## src/rtl/serial_word_feeder.sv

```systemverilog
`default_nettype none
// ============================================================================
// Module      : serial_word_feeder
// Description : Accepts parallel words over valid/ready and shifts them out
//               LSB-first, framing each word with a one-cycle clear for the
//               downstream serial two's-complement unit.
// Revision    : 1.0 - initial release
// ============================================================================
module serial_word_feeder #(
    parameter int WIDTH = 8,
    parameter int CW    = $clog2(WIDTH)
) (
    input  logic             t_clk,
    input  logic             r,
    input  logic             in_valid,
    input  logic [WIDTH-1:0] in_data,
    output logic             in_ready,
    output logic             ser_bit,
    output logic             ser_clr,
    output logic             ser_valid,
    output logic             ser_last,
    output logic             busy
);

    localparam logic [1:0]    c_IDLE     = 2'd0;
    localparam logic [1:0]    c_CLR      = 2'd1;
    localparam logic [1:0]    c_SHIFT    = 2'd2;
    localparam logic [CW-1:0] c_LAST_CNT = CW'(WIDTH - 1);

    logic [1:0]       state_q, state_d;
    logic [WIDTH-1:0] shreg_q, shreg_d;
    logic [CW-1:0]    cnt_q,   cnt_d;

    logic w_last;
    logic w_ready;
    logic w_hs;

    // Ready on the final bit as well as in IDLE so words can run back-to-back.
    always_comb begin
        w_last  = (state_q == c_SHIFT) && (cnt_q == c_LAST_CNT);
        w_ready = !r && ((state_q == c_IDLE) || w_last);
        w_hs    = in_valid && w_ready;
    end

    always_ff @(posedge t_clk) begin
        if (r) begin
            state_q <= c_IDLE;
            shreg_q <= '0;
            cnt_q   <= '0;
        end else begin
            state_q <= state_d;
            shreg_q <= shreg_d;
            cnt_q   <= cnt_d;
        end
    end

    always_comb begin
        state_d = state_q;
        case (state_q)
            c_IDLE:  if (w_hs) state_d = c_CLR;
            c_CLR:   state_d = c_SHIFT;
            c_SHIFT: if (w_last) state_d = w_hs ? c_CLR : c_IDLE;
            default: state_d = c_IDLE;
        endcase
    end

    always_comb begin
        shreg_d = shreg_q;
        cnt_d   = cnt_q;
        if (w_hs) begin
            shreg_d = in_data;
            cnt_d   = '0;
        end else if (state_q == c_SHIFT) begin
            shreg_d = {1'b0, shreg_q[WIDTH-1:1]};
            cnt_d   = w_last ? '0 : cnt_q + CW'(1);
        end
    end

    always_comb begin
        in_ready  = w_ready;
        ser_valid = (state_q == c_SHIFT);
        ser_bit   = (state_q == c_SHIFT) && shreg_q[0];
        ser_clr   = (state_q != c_SHIFT);
        ser_last  = w_last;
        busy      = (state_q != c_IDLE);
    end

endmodule
`default_nettype wire

```

## config.mk

```make
export PLATFORM = sky130hd
export DESIGN_NAME = serial_word_feeder
export DESIGN_NICKNAME = d
export VERILOG_FILES = /design/src/rtl/serial_word_feeder.sv
export SDC_FILE = /design/constraint.sdc
export NUM_CORES = 1
export LEC_CHECK = 0
export BUFFER_PORTS_ARGS = -buffer_cell sky130_fd_sc_hd__buf_2
export CAP_MARGIN = 20
export CORE_MARGIN = 3
export CORE_UTILIZATION = 40
export CTS_BUF_LIST = sky130_fd_sc_hd__clkbuf_4 sky130_fd_sc_hd__clkbuf_8
export DETAILED_ROUTE_END_ITERATION = 7
export MAX_ROUTING_LAYER = met4
export PLACE_DENSITY = 0.73
export SLEW_MARGIN = 20
export SYNTH_ARGS = -nofsm -noshare
export SYNTH_HDL_FRONTEND = slang
export SYNTH_SLANG_ARGS = --single-unit
```

## constraint.sdc

```tcl
create_clock -name t_clk -period 2.2 [get_ports t_clk]
set_input_delay 0 -clock t_clk [delete_from_list [all_inputs] [get_ports t_clk]]
set_output_delay 0 -clock t_clk [all_outputs]
set_load 0.01 [all_outputs]
```

=== Word-level counts from Yosys, hierarchy flattened ===
Index checks and enable logic that the tools add are counted.

* Register bits after elaboration: 13
* Output and inout port bits: 6
* Logic and storage cells: 28

* Add/subtract/negate cells: 1
* Equality and inequality tests: 6
* Mux-type cells: 7
* Reduce and logical (&&, ||, !) cells: 11

{| class="wikitable"
|+ Operators with widths
! kind !! number
|-
| $mux 8 || 2
|-
| $pmux 2 s3 || 1
|-
| $logic_and 1x1->1 || 4
|-
| $mux 2 || 2
|-
| $ne 2x2->1 const B || 2
|-
| $reduce_bool 2->1 || 2
|-
| $add 3x1->3 const B || 1
|-
| $eq 3x3->1 const B || 1
|-
| $mux 3 || 1
|-
| $eq 2x1->1 const B || 1
|-
| $eq 2x2->1 const B || 1
|-
| $logic_not 2->1 || 1
|-
| $ne 2x1->1 const B || 1
|-
| $reduce_and 2->1 || 1
|-
| $reduce_or 2->1 || 1
|-
| $logic_not 1->1 || 1
|-
| $logic_or 1x1->1 || 1
|-
| $mux 1 || 1
|}

=== Longest topological paths before layout ===
Gate-level depths: netlist of the first run.

* Depth in word-level cells: 8
* Mapped depth: 8

=== Worst setup path before layout of the first run ===
Ideal clock, no wire load.

* Kind: flip-flop to flip-flop
* Start point: register cnt_q[0]
* End point: register shreg_q[7]
* Setup time: 121 ps
* Arrival: 1707 ps
* Slack: 372 ps
* Stages on the path, launching flop included: 8
* Path buffers: 2
* Period minus slack after synthesis: 1828 ps
* Cell sequence: dfxtp_1 -> ha_1 -> ha_1 -> nor2b_1 -> buf_6 -> or4_4 -> buf_6 -> mux2_4

* Word-level cells in the longest chain between the ends: 6
* Elaborated cells on any way between the ends: 7
* Classes of those cells: eq/ne (1); mux (1); reduce/logical (5)

{| class="wikitable"
|+ Ends and longest elaborated chain
! item !! RTL line !! RTL
|-
| start: declaration || 32 || <nowiki>logic [CW-1:0] cnt_q, cnt_d;</nowiki>
|-
| start signal: assignment || 53 || <nowiki>cnt_q <= cnt_d;</nowiki>
|-
| $eq 3x3->1 * || 40 || <nowiki>w_last = (state_q == c_SHIFT) && (cnt_q == c_LAST_CNT);</nowiki>
|-
| $logic_and 1x1->1 * || 40 ||
|-
| $logic_or 1x1->1 * || 41 || <nowiki>w_ready = !r && ((state_q == c_IDLE) || w_last);</nowiki>
|-
| $logic_and 1x1->1 * || 41 ||
|-
| $logic_and 1x1->1 * || 42 || <nowiki>w_hs = in_valid && w_ready;</nowiki>
|-
| $mux 8 / $reduce_bool 2->1 (equally long branches) || -- ||
|-
| end signal: assignment || 52 || <nowiki>shreg_q <= shreg_d;</nowiki>
|-
| end: declaration || 31 || <nowiki>logic [WIDTH-1:0] shreg_q, shreg_d;</nowiki>
|}

Mark *: on every way between the ends. The rest lies on a longest branch, timed or not.
A chain may end at the register's enable or synchronous reset.

=== Final worst setup path of the first run ===
* Start point: register state_q[0]
* End point: output port ser_last

* Word-level cells in the longest chain between the ends: 2

{| class="wikitable"
|+ Ends and longest elaborated chain
! item !! RTL line !! RTL
|-
| start: declaration || 30 || <nowiki>logic [1:0] state_q, state_d;</nowiki>
|-
| start signal: assignment || 47 || <nowiki>state_q <= c_IDLE;</nowiki>
|-
| start signal: assignment || 51 || <nowiki>state_q <= state_d;</nowiki>
|-
| $eq 2x2->1 || 40 ||
|-
| $logic_and 1x1->1 || 40 ||
|-
| end: declaration || 21 || <nowiki>output logic ser_last,</nowiki>
|}

No other way between the ends.

==> results of run 1 <==
==> cells in the final DEF (no fill, tap or decap), types with 3 or more instances in the layout <==
master / instances
sky130_fd_sc_hd__nand2_1: 14
sky130_fd_sc_hd__inv_1: 4
sky130_fd_sc_hd__buf_2: 16
sky130_fd_sc_hd__clkbuf_4: 4
sky130_fd_sc_hd__nor3_1: 4
sky130_fd_sc_hd__a31oi_1: 7
sky130_fd_sc_hd__dfxtp_1: 13
sky130_fd_sc_hd__o41ai_1: 7
sky130_fd_sc_hd__nor2_1: 3
==> per-stage QoR <==
stage	hold slack, ns	cells
finish	0.0123	106
global route	0.00693	106
CTS	0.0146	106
detailed placement	0.237	100
global placement	0.231	100
floorplan	0.0507	73
==> layer usage <==
layer / routed length [um] / share of wire [%] / up-vias / track usage (%)
li1: - / - / 299 / -
met1: 611 / 43 / 264 / 19.3
met2: 680 / 48 / 20 / 23.6
met3: 113 / 8.0 / 2 / 5.93
met4: 11 / 0.78 / 0 / 5.11
met5: 0 / 0 / - / -
==> worst max path at each step <==
stage | startpoint | end | slack, ns
global placement | cnt_q[0] | shreg_q[7] | 0.49
floorplan | cnt_q[0] | shreg_q[7] | 0.37
detailed placement | cnt_q[0] | shreg_q[7] | 0.41
CTS | state_q[0] | ser_last | 0.28
finish | state_q[0] | ser_last | 0.24
global route | state_q[0] | ser_last | 0.09
==> sequential cells by signal, indices dropped and copies added, names as in the netlist <==
register  cells
cnt_q         3
shreg_q       8
state_q       2
==> critical path: stages, from the launching register on <==
cell                      delay [ns]
sky130_fd_sc_hd__dfxtp_1        0.62
sky130_fd_sc_hd__or2b_1         0.43
sky130_fd_sc_hd__inv_1          0.27
sky130_fd_sc_hd__and2_1         0.22
sky130_fd_sc_hd__buf_2          0.13
==> kinds of logic (layout without fill, tap and decap cells) <==
logic type,count (synthesis),after routing,synth area share (%)
AND/OR/NAND/NOR,30,30,24.1
AO/OA/AOI/OAI,16,16,18.0
flip-flops,13,13,40.8
buffers and inverters,9,27,7.65
multiplexers,3,3,5.49
adder cells (fa/ha/maj),2,2,3.92
==> area by class of cell <==
type | count | area, um^2
Multi-Input combinational cell | 51 | 329
Timing Repair Buffer | 19 | 108
Sequential cell | 13 | 260
Fill cell | 132 | 638
Tap cell | 15 | 18.8
Inverter | 4 | 15.0
Clock buffer | 4 | 30.0
==> timing repair <==
item                      in CTS  in global routing
hold endpoints to repair       5                  0
hold buffers                   2                  0
gates resized for setup        0                  0
==> report_power, final <==
| part | switching [mW] | internal [mW] | total (mW) |
|---|---|---|---|
| logic | 0.0417 | 0.0377 | 0.0794 |
| clock network | 0.0796 | 0.0826 | 0.162 |
| registers | 0.0130 | 0.250 | 0.263 |
==> results.md, run 1 <==
| Item | Value |
| --- | --- |
| Run status | finished, final reports clean |
| Clock network latency to the later pin of the worst-skew pair | 0.28 ns |
| Count of antenna-violating nets left after detailed routing | 0 |
| Weighted congestion reported at the end of routability-driven placement | 0.764 |
| Top cells by count, synth | sky130_fd_sc_hd__nand2_1, sky130_fd_sc_hd__dfxtp_1, sky130_fd_sc_hd__a31oi_1, sky130_fd_sc_hd__o41ai_1 |
| Post-CTS setup buffer count | 0 |
| Effective utilization at floorplan | 45.6% |
| Total negative slack | 0 ns |
| Area of the mapped netlist | 638 um^2 |
| Final Power | 505 uW |
| Required time of the worst setup path | 2.20 ns |
| DRT Pass-1 Iters | 4 |
| Number of enable-type register cells in the synthesized netlist | 0 |
| Period Utilization, post-route | 89.1% |
| I/O Pins | 17 |
| Leakage power total | 0.336 nW |
| X dimension of the die | 45.9 um |
| Peak VDD IR | 0.505 mV |
| Area share of the largest cell type after synthesis | 40.8% |
| Hold depth | 3 |
| Type of element capturing the critical path | primary output |
| Async S/R FF share, synth | 0% |
| Critical register-to-register path endpoint | shreg_q[7] |
| Placeable Area | 0.00140 mm^2 |
| H-Tree Depth | 1 |
| Register area share after synthesis | 40.8% |
| Primary flip-flop cell chosen by synthesis mapping | sky130_fd_sc_hd__dfxtp_1 |
| Via density per instance | 5.52 |
| Clock tree root driver cell | sky130_fd_sc_hd__clkbuf_4 |
| Final-stage net count | 105 |
| Total cell area at the placement stage | 711 um^2 |
| Peak fanout along the critical path | 15 |
| Share of final-layout standard cells stronger than drive strength 1 | 26.4% |
| Total of flip-flops plus latches after synthesis | 13 |
| Final Hold Violating Endpoints | 0 |
| Area Overhead vs Synth | 19.2% |
| Placement Setup Slack | 0.414 ns |
| Transition time at the pin with the least slew margin | 0.486 ns |
| Number of CTS-inserted buffers | 3 |
| Most instantiated library cell after synthesis | sky130_fd_sc_hd__nand2_1 |
| Clock transition at the registers of the reported paths | 0.08 ns |
| Setup CP Type | reg -> out |
| Max Root-Sink Buffers | 2 |
| Syn_area_per_cell | 8.74 um^2 |
| Remaining design rule violation count | 0 |
| Number of buffers added on ports | 16 |
| Reg2reg path depth | 5 |
| Timing-limited maximum frequency | 0.510 GHz |
| Crit path time final | 1.96 ns |
| GRT Total Usage | 15.8% |
| Unrepaired setup endpoints after global routing | no |
| P per Cell Area | 664 mW/mm^2 |
| Pin count of the biggest net entering global routing | 16 |
| Via count | 585 |
| Die height | 45.9 um |
| Setup Skew | 0.00831 ns |
| Number of endpoints failing setup at the final stage | 0 |
| Biggest area consumer among synthesized cells | sky130_fd_sc_hd__dfxtp_1 |
| Clock tree sinks | 13 |
| HPWL after detailed placement | 961 um |
| Core Rows | 13 |
| Slew Limit Fails | 0 |
| Number of nets in the synthesized netlist | 86 |
| Via count of the first global-routing pass | 524 |
| Number of cells produced by synthesis | 73 |
| Post-detailed-routing wire length | 1.42 mm |
| Remaining global-route overflow | 0 |
| Top cells by area in the synthesized netlist | sky130_fd_sc_hd__dfxtp_1, sky130_fd_sc_hd__o41ai_1, sky130_fd_sc_hd__nand2_1 |
| Final design utilization | 54.4% |
| Max-slew headroom | 67.6% |
| Min-Delay Path Class | in -> reg |
| Kind of start point of the critical path | flop |
| Source of the worst register-to-register timing path | cnt_q[0] |
| Cell area after layout | 761 um^2 |
| Count of cell types in the netlist | 20 |
| Diodes inserted | 0 |
| Initial DRC count | 16 |
| Die area | 0.00211 mm^2 |
| Max-Cap Viols | 0 |
| Setup slack of the most critical reg-to-reg path | 0.40 ns |
| Worst Hold Endpoint | shreg_q[2] |
| Arrival time of the worst setup path | 1.96 ns |
| CTS tree | built |
| Post-route setup slack | 0.241 ns |
| Number of antenna violations at the first check in global routing | 0 |
| Final routed wire length divided by cell count | 13.4 um |
| Launch instance of the worst min-delay path | in_data[2] |
| Total of warnings raised by yosys | 0 |
| First-pass GRT wire length | 2.33 mm |
No activity file was read; power rests on OpenSTA's default activity.
==> run 2, diff against run 1 <==
--- a/config.mk
+++ b/config.mk
@@ -7,12 +7,14 @@
 export LEC_CHECK = 0
 export BUFFER_PORTS_ARGS = -buffer_cell sky130_fd_sc_hd__buf_2
 export CAP_MARGIN = 20
+export CELL_PAD_IN_SITES_DETAIL_PLACEMENT = 0
+export CELL_PAD_IN_SITES_GLOBAL_PLACEMENT = 2
 export CORE_MARGIN = 3
-export CORE_UTILIZATION = 40
+export CORE_UTILIZATION = 30
 export CTS_BUF_LIST = sky130_fd_sc_hd__clkbuf_4 sky130_fd_sc_hd__clkbuf_8
 export DETAILED_ROUTE_END_ITERATION = 7
 export MAX_ROUTING_LAYER = met4
-export PLACE_DENSITY = 0.73
+export PLACE_DENSITY = 0.88
 export SLEW_MARGIN = 20
 export SYNTH_ARGS = -nofsm -noshare
 export SYNTH_HDL_FRONTEND = slang
==> constraint.sdc (replaced) <==
create_clock -name t_clk -period 2.1 [get_ports t_clk]
set_input_delay 0 -clock t_clk [delete_from_list [all_inputs] [get_ports t_clk]]
set_output_delay 0 -clock t_clk [all_outputs]
set_load 0.01 [all_outputs]
==> run 2 against run 1 <==
Clock skew fell by 0.0065 ns. Global-route usage fell by 4.0 points. Final area rose by 2.6%. Clock power fell by 2%. Non-clock buffer count rose by 1. Hold slack got worse by 0.0037 ns. Sequential cell count did not move. Sequential power rose by 5%. Setup slack improved by 0.079 ns. Largest cell class unchanged.
==> results.md, run 2 (synthesis gave the netlist of run 1 again) <==
| Item | Value | vs previous |
| --- | --- | --- |
| Run status | finished, final reports clean |  |
| Number of endpoints failing setup at the final stage | 0 | unchanged |
| Final Hold Violating Endpoints | 0 | unchanged |
| Timing-limited maximum frequency | 0.562 GHz |  |
| Number of inserted filler cells in the final layout | 202 | +53% |
| Diodes inserted | 0 | unchanged |
| Clock network latency to the later pin of the worst-skew pair | 0.27 ns | about the same |
| Total cell area at the placement stage | 733 um^2 | +3.2% |
| Final routed wire length divided by cell count | 11.9 um | -11% |
| Min-Delay Path Class | in -> reg |  |
| Worst Hold Endpoint | shreg_q[3] |  |
| I/O Pins | 17 | unchanged |
| Setup Skew | 0.00176 ns | -0.00655 ns |
| Peak fanout along the critical path | 9 | -6 |
| Cell chain of the critical path | ha_1, ha_1, nor2b_1, or4_4, mux2_4 |  |
| Kind of start point of the critical path | flop |  |
| Post-CTS setup buffer count | 0 | unchanged |
| Remaining global-route overflow | 0 | unchanged |
| Leakage power total | 0.340 nW | +1.1% |
| Largest register FFs | 8 | unchanged |
| Max-slew headroom | 68.2% | +0.58 points |
| Largest stage delay on the critical path | 0.50 ns | -0.12 ns |
| Die height | 52.1 um | +13% |
| Post-detailed-routing wire length | 1.42 mm | about the same |
| Initial DRC count | 10 | -6 |
| Peak VDD IR | 0.379 mV | -25% |
| Number of buffers added on ports | 16 | unchanged |
| HPWL after detailed placement | 994 um | +3.4% |
| Setup slack of the most critical reg-to-reg path | 0.32 ns | -0.08 ns |
| Pin count of the biggest net entering global routing | 16 | unchanged |
| Placeable Area | 0.00198 mm^2 | +42% |
| Source of the worst register-to-register timing path | cnt_q[0] |  |
| P per Cell Area | 664 mW/mm^2 | about the same |
| H-Tree Depth | 1 | unchanged |
| Cell area after layout | 781 um^2 | +2.6% |
| Sequential cell area | 260 um^2 | unchanged |
| Number of gates resized after CTS | 0 | unchanged |
| Clock tree sinks | 13 | unchanged |
| Core Rows | 16 | +3 |
| Unrepaired setup endpoints after global routing | no |  |
| Quantity of hold-fixing buffers added after cts | 2 | unchanged |
| Arrival time of the worst setup path | 1.95 ns | about the same |
| X dimension of the die | 52.1 um | +13% |
| Highest-count cells in the layout ignoring fill and taps | sky130_fd_sc_hd__buf_2, sky130_fd_sc_hd__nand2_1, sky130_fd_sc_hd__dfxtp_1, sky130_fd_sc_hd__o41ai_1, sky130_fd_sc_hd__a31oi_1 |  |
| Count of antenna-violating nets left after detailed routing | 0 | unchanged |
| Weighted congestion reported at the end of routability-driven placement | 0.746 | -2.4% |
| Post-route setup slack | 0.320 ns | +0.0791 ns |
| Via count | 571 | -2.4% |
| Total negative slack | 0 ns | unchanged |
| Most Frequent Cell on Critical Path | sky130_fd_sc_hd__ha_1 |  |
| First-pass GRT wire length | 2.28 mm | -1.8% |
| Share of final-layout standard cells stronger than drive strength 1 | 27.2% | +0.80 points |
| Effective utilization at floorplan | 32.2% | -13 points |
| Cell at the slowest stage of the critical path | sky130_fd_sc_hd__or4_4 |  |
| Clock tree root driver cell | sky130_fd_sc_hd__clkbuf_4 |  |
| Slew Limit Fails | 0 | unchanged |
| Crit path time final | 1.78 ns |  |
| Clock transition at the registers of the reported paths | 0.09 ns | about the same |
| Die area | 0.00272 mm^2 | +29% |
| Number of CTS-inserted buffers | 3 | unchanged |
| Critical register-to-register path endpoint | shreg_q[7] |  |
| Via density per instance | 4.80 | -13% |
| Biggest registers after layout | shreg_q: 8 flops, cnt_q: 3 flops, state_q: 2 flops |  |
| Reg2reg path depth | 5 | unchanged |
| Transition time at the pin with the least slew margin | 0.477 ns | -0.00866 ns |
| Final-stage net count | 106 | +0.95% |
| Most common cell after layout, fill and taps aside | sky130_fd_sc_hd__buf_2 |  |
| Remaining design rule violation count | 0 | unchanged |
| Register with the most flip-flops | shreg_q |  |
| Area Overhead vs Synth | 22.4% |  |
| CTS tree | built |  |
| GRT Total Usage | 11.8% | -4.0 points |
| Total area of multi-input combinational cells | 329 um^2 | unchanged |
| Required time of the worst setup path | 2.27 ns | +0.07 ns |
| Final design utilization | 39.4% | -15 points |
| Hold slack final | 0.00852 ns | -0.00374 ns |
| Type of element capturing the critical path | flop |  |
| Max-Cap Viols | 0 | unchanged |
| DRT Pass-1 Iters | 4 | unchanged |
| Launch instance of the worst min-delay path | in_data[3] |  |
| Placement Setup Slack | 0.348 ns | -0.0663 ns |
| Period Utilization, post-route | 84.8% |  |
| Hold depth | 3 | unchanged |
| Number of antenna violations at the first check in global routing | 0 | unchanged |
| Setup CP Type | reg -> reg |  |
| Max Root-Sink Buffers | 2 | unchanged |
| Via count of the first global-routing pass | 523 | -0.19% |
==> run 2: worst max-delay path, delay by kind of cell (launching register included) <==
kind | cells | cell delay (ns)
fa+ha+maj | 2 | 0.40
flops | 1 | 0.36
mux | 1 | 0.32
simple gates | 2 | 0.59
==> run 2: worst max path at each step <==
stage	start	to	slack [ns]	depth (start not counted)
final	cnt_q[0]	shreg_q[7]	0.32	5
after global routing	cnt_q[0]	shreg_q[7]	0.26	5
after global placement	cnt_q[0]	shreg_q[7]	0.39	5
after CTS	cnt_q[0]	shreg_q[7]	0.33	5
after floorplan	cnt_q[0]	shreg_q[7]	0.27	7
after detailed placement	cnt_q[0]	shreg_q[7]	0.35	5
==> run 2: report_power, final <==
part,switching [mW],internal [mW],total (mW)
clock network,0.0872,0.0705,0.158
registers,0.0132,0.262,0.275
logic,0.0439,0.0411,0.0850
==> run 2: layout make-up <==
type / instances / area share, %
Tap cell: 27 / 4.33
Multi-Input combinational cell: 51 / 42.1
Timing Repair Buffer: 20 / 14.7
Inverter: 4 / 1.92
Clock buffer: 3 / 2.88
Clock inverter: 1 / 0.641
Sequential cell: 13 / 33.3
==> run 2: per-layer routing <==
metal  global-route usage, %  routed length (um)  up-vias
li1                        -                   -      303
met1                    14.7                 711      255
met2                    17.2                 619       11
met3                    5.73                  76        2
met4                    2.62                   9        0
met5                       -                   0        -
==> run 2: metrics by stage <==
step	power [mW]	instances
after floorplan	0.337	73
after global placement	0.363	113
after detailed placement	0.364	113
after CTS	0.524	119
after global routing	0.544	119
final	0.518	119
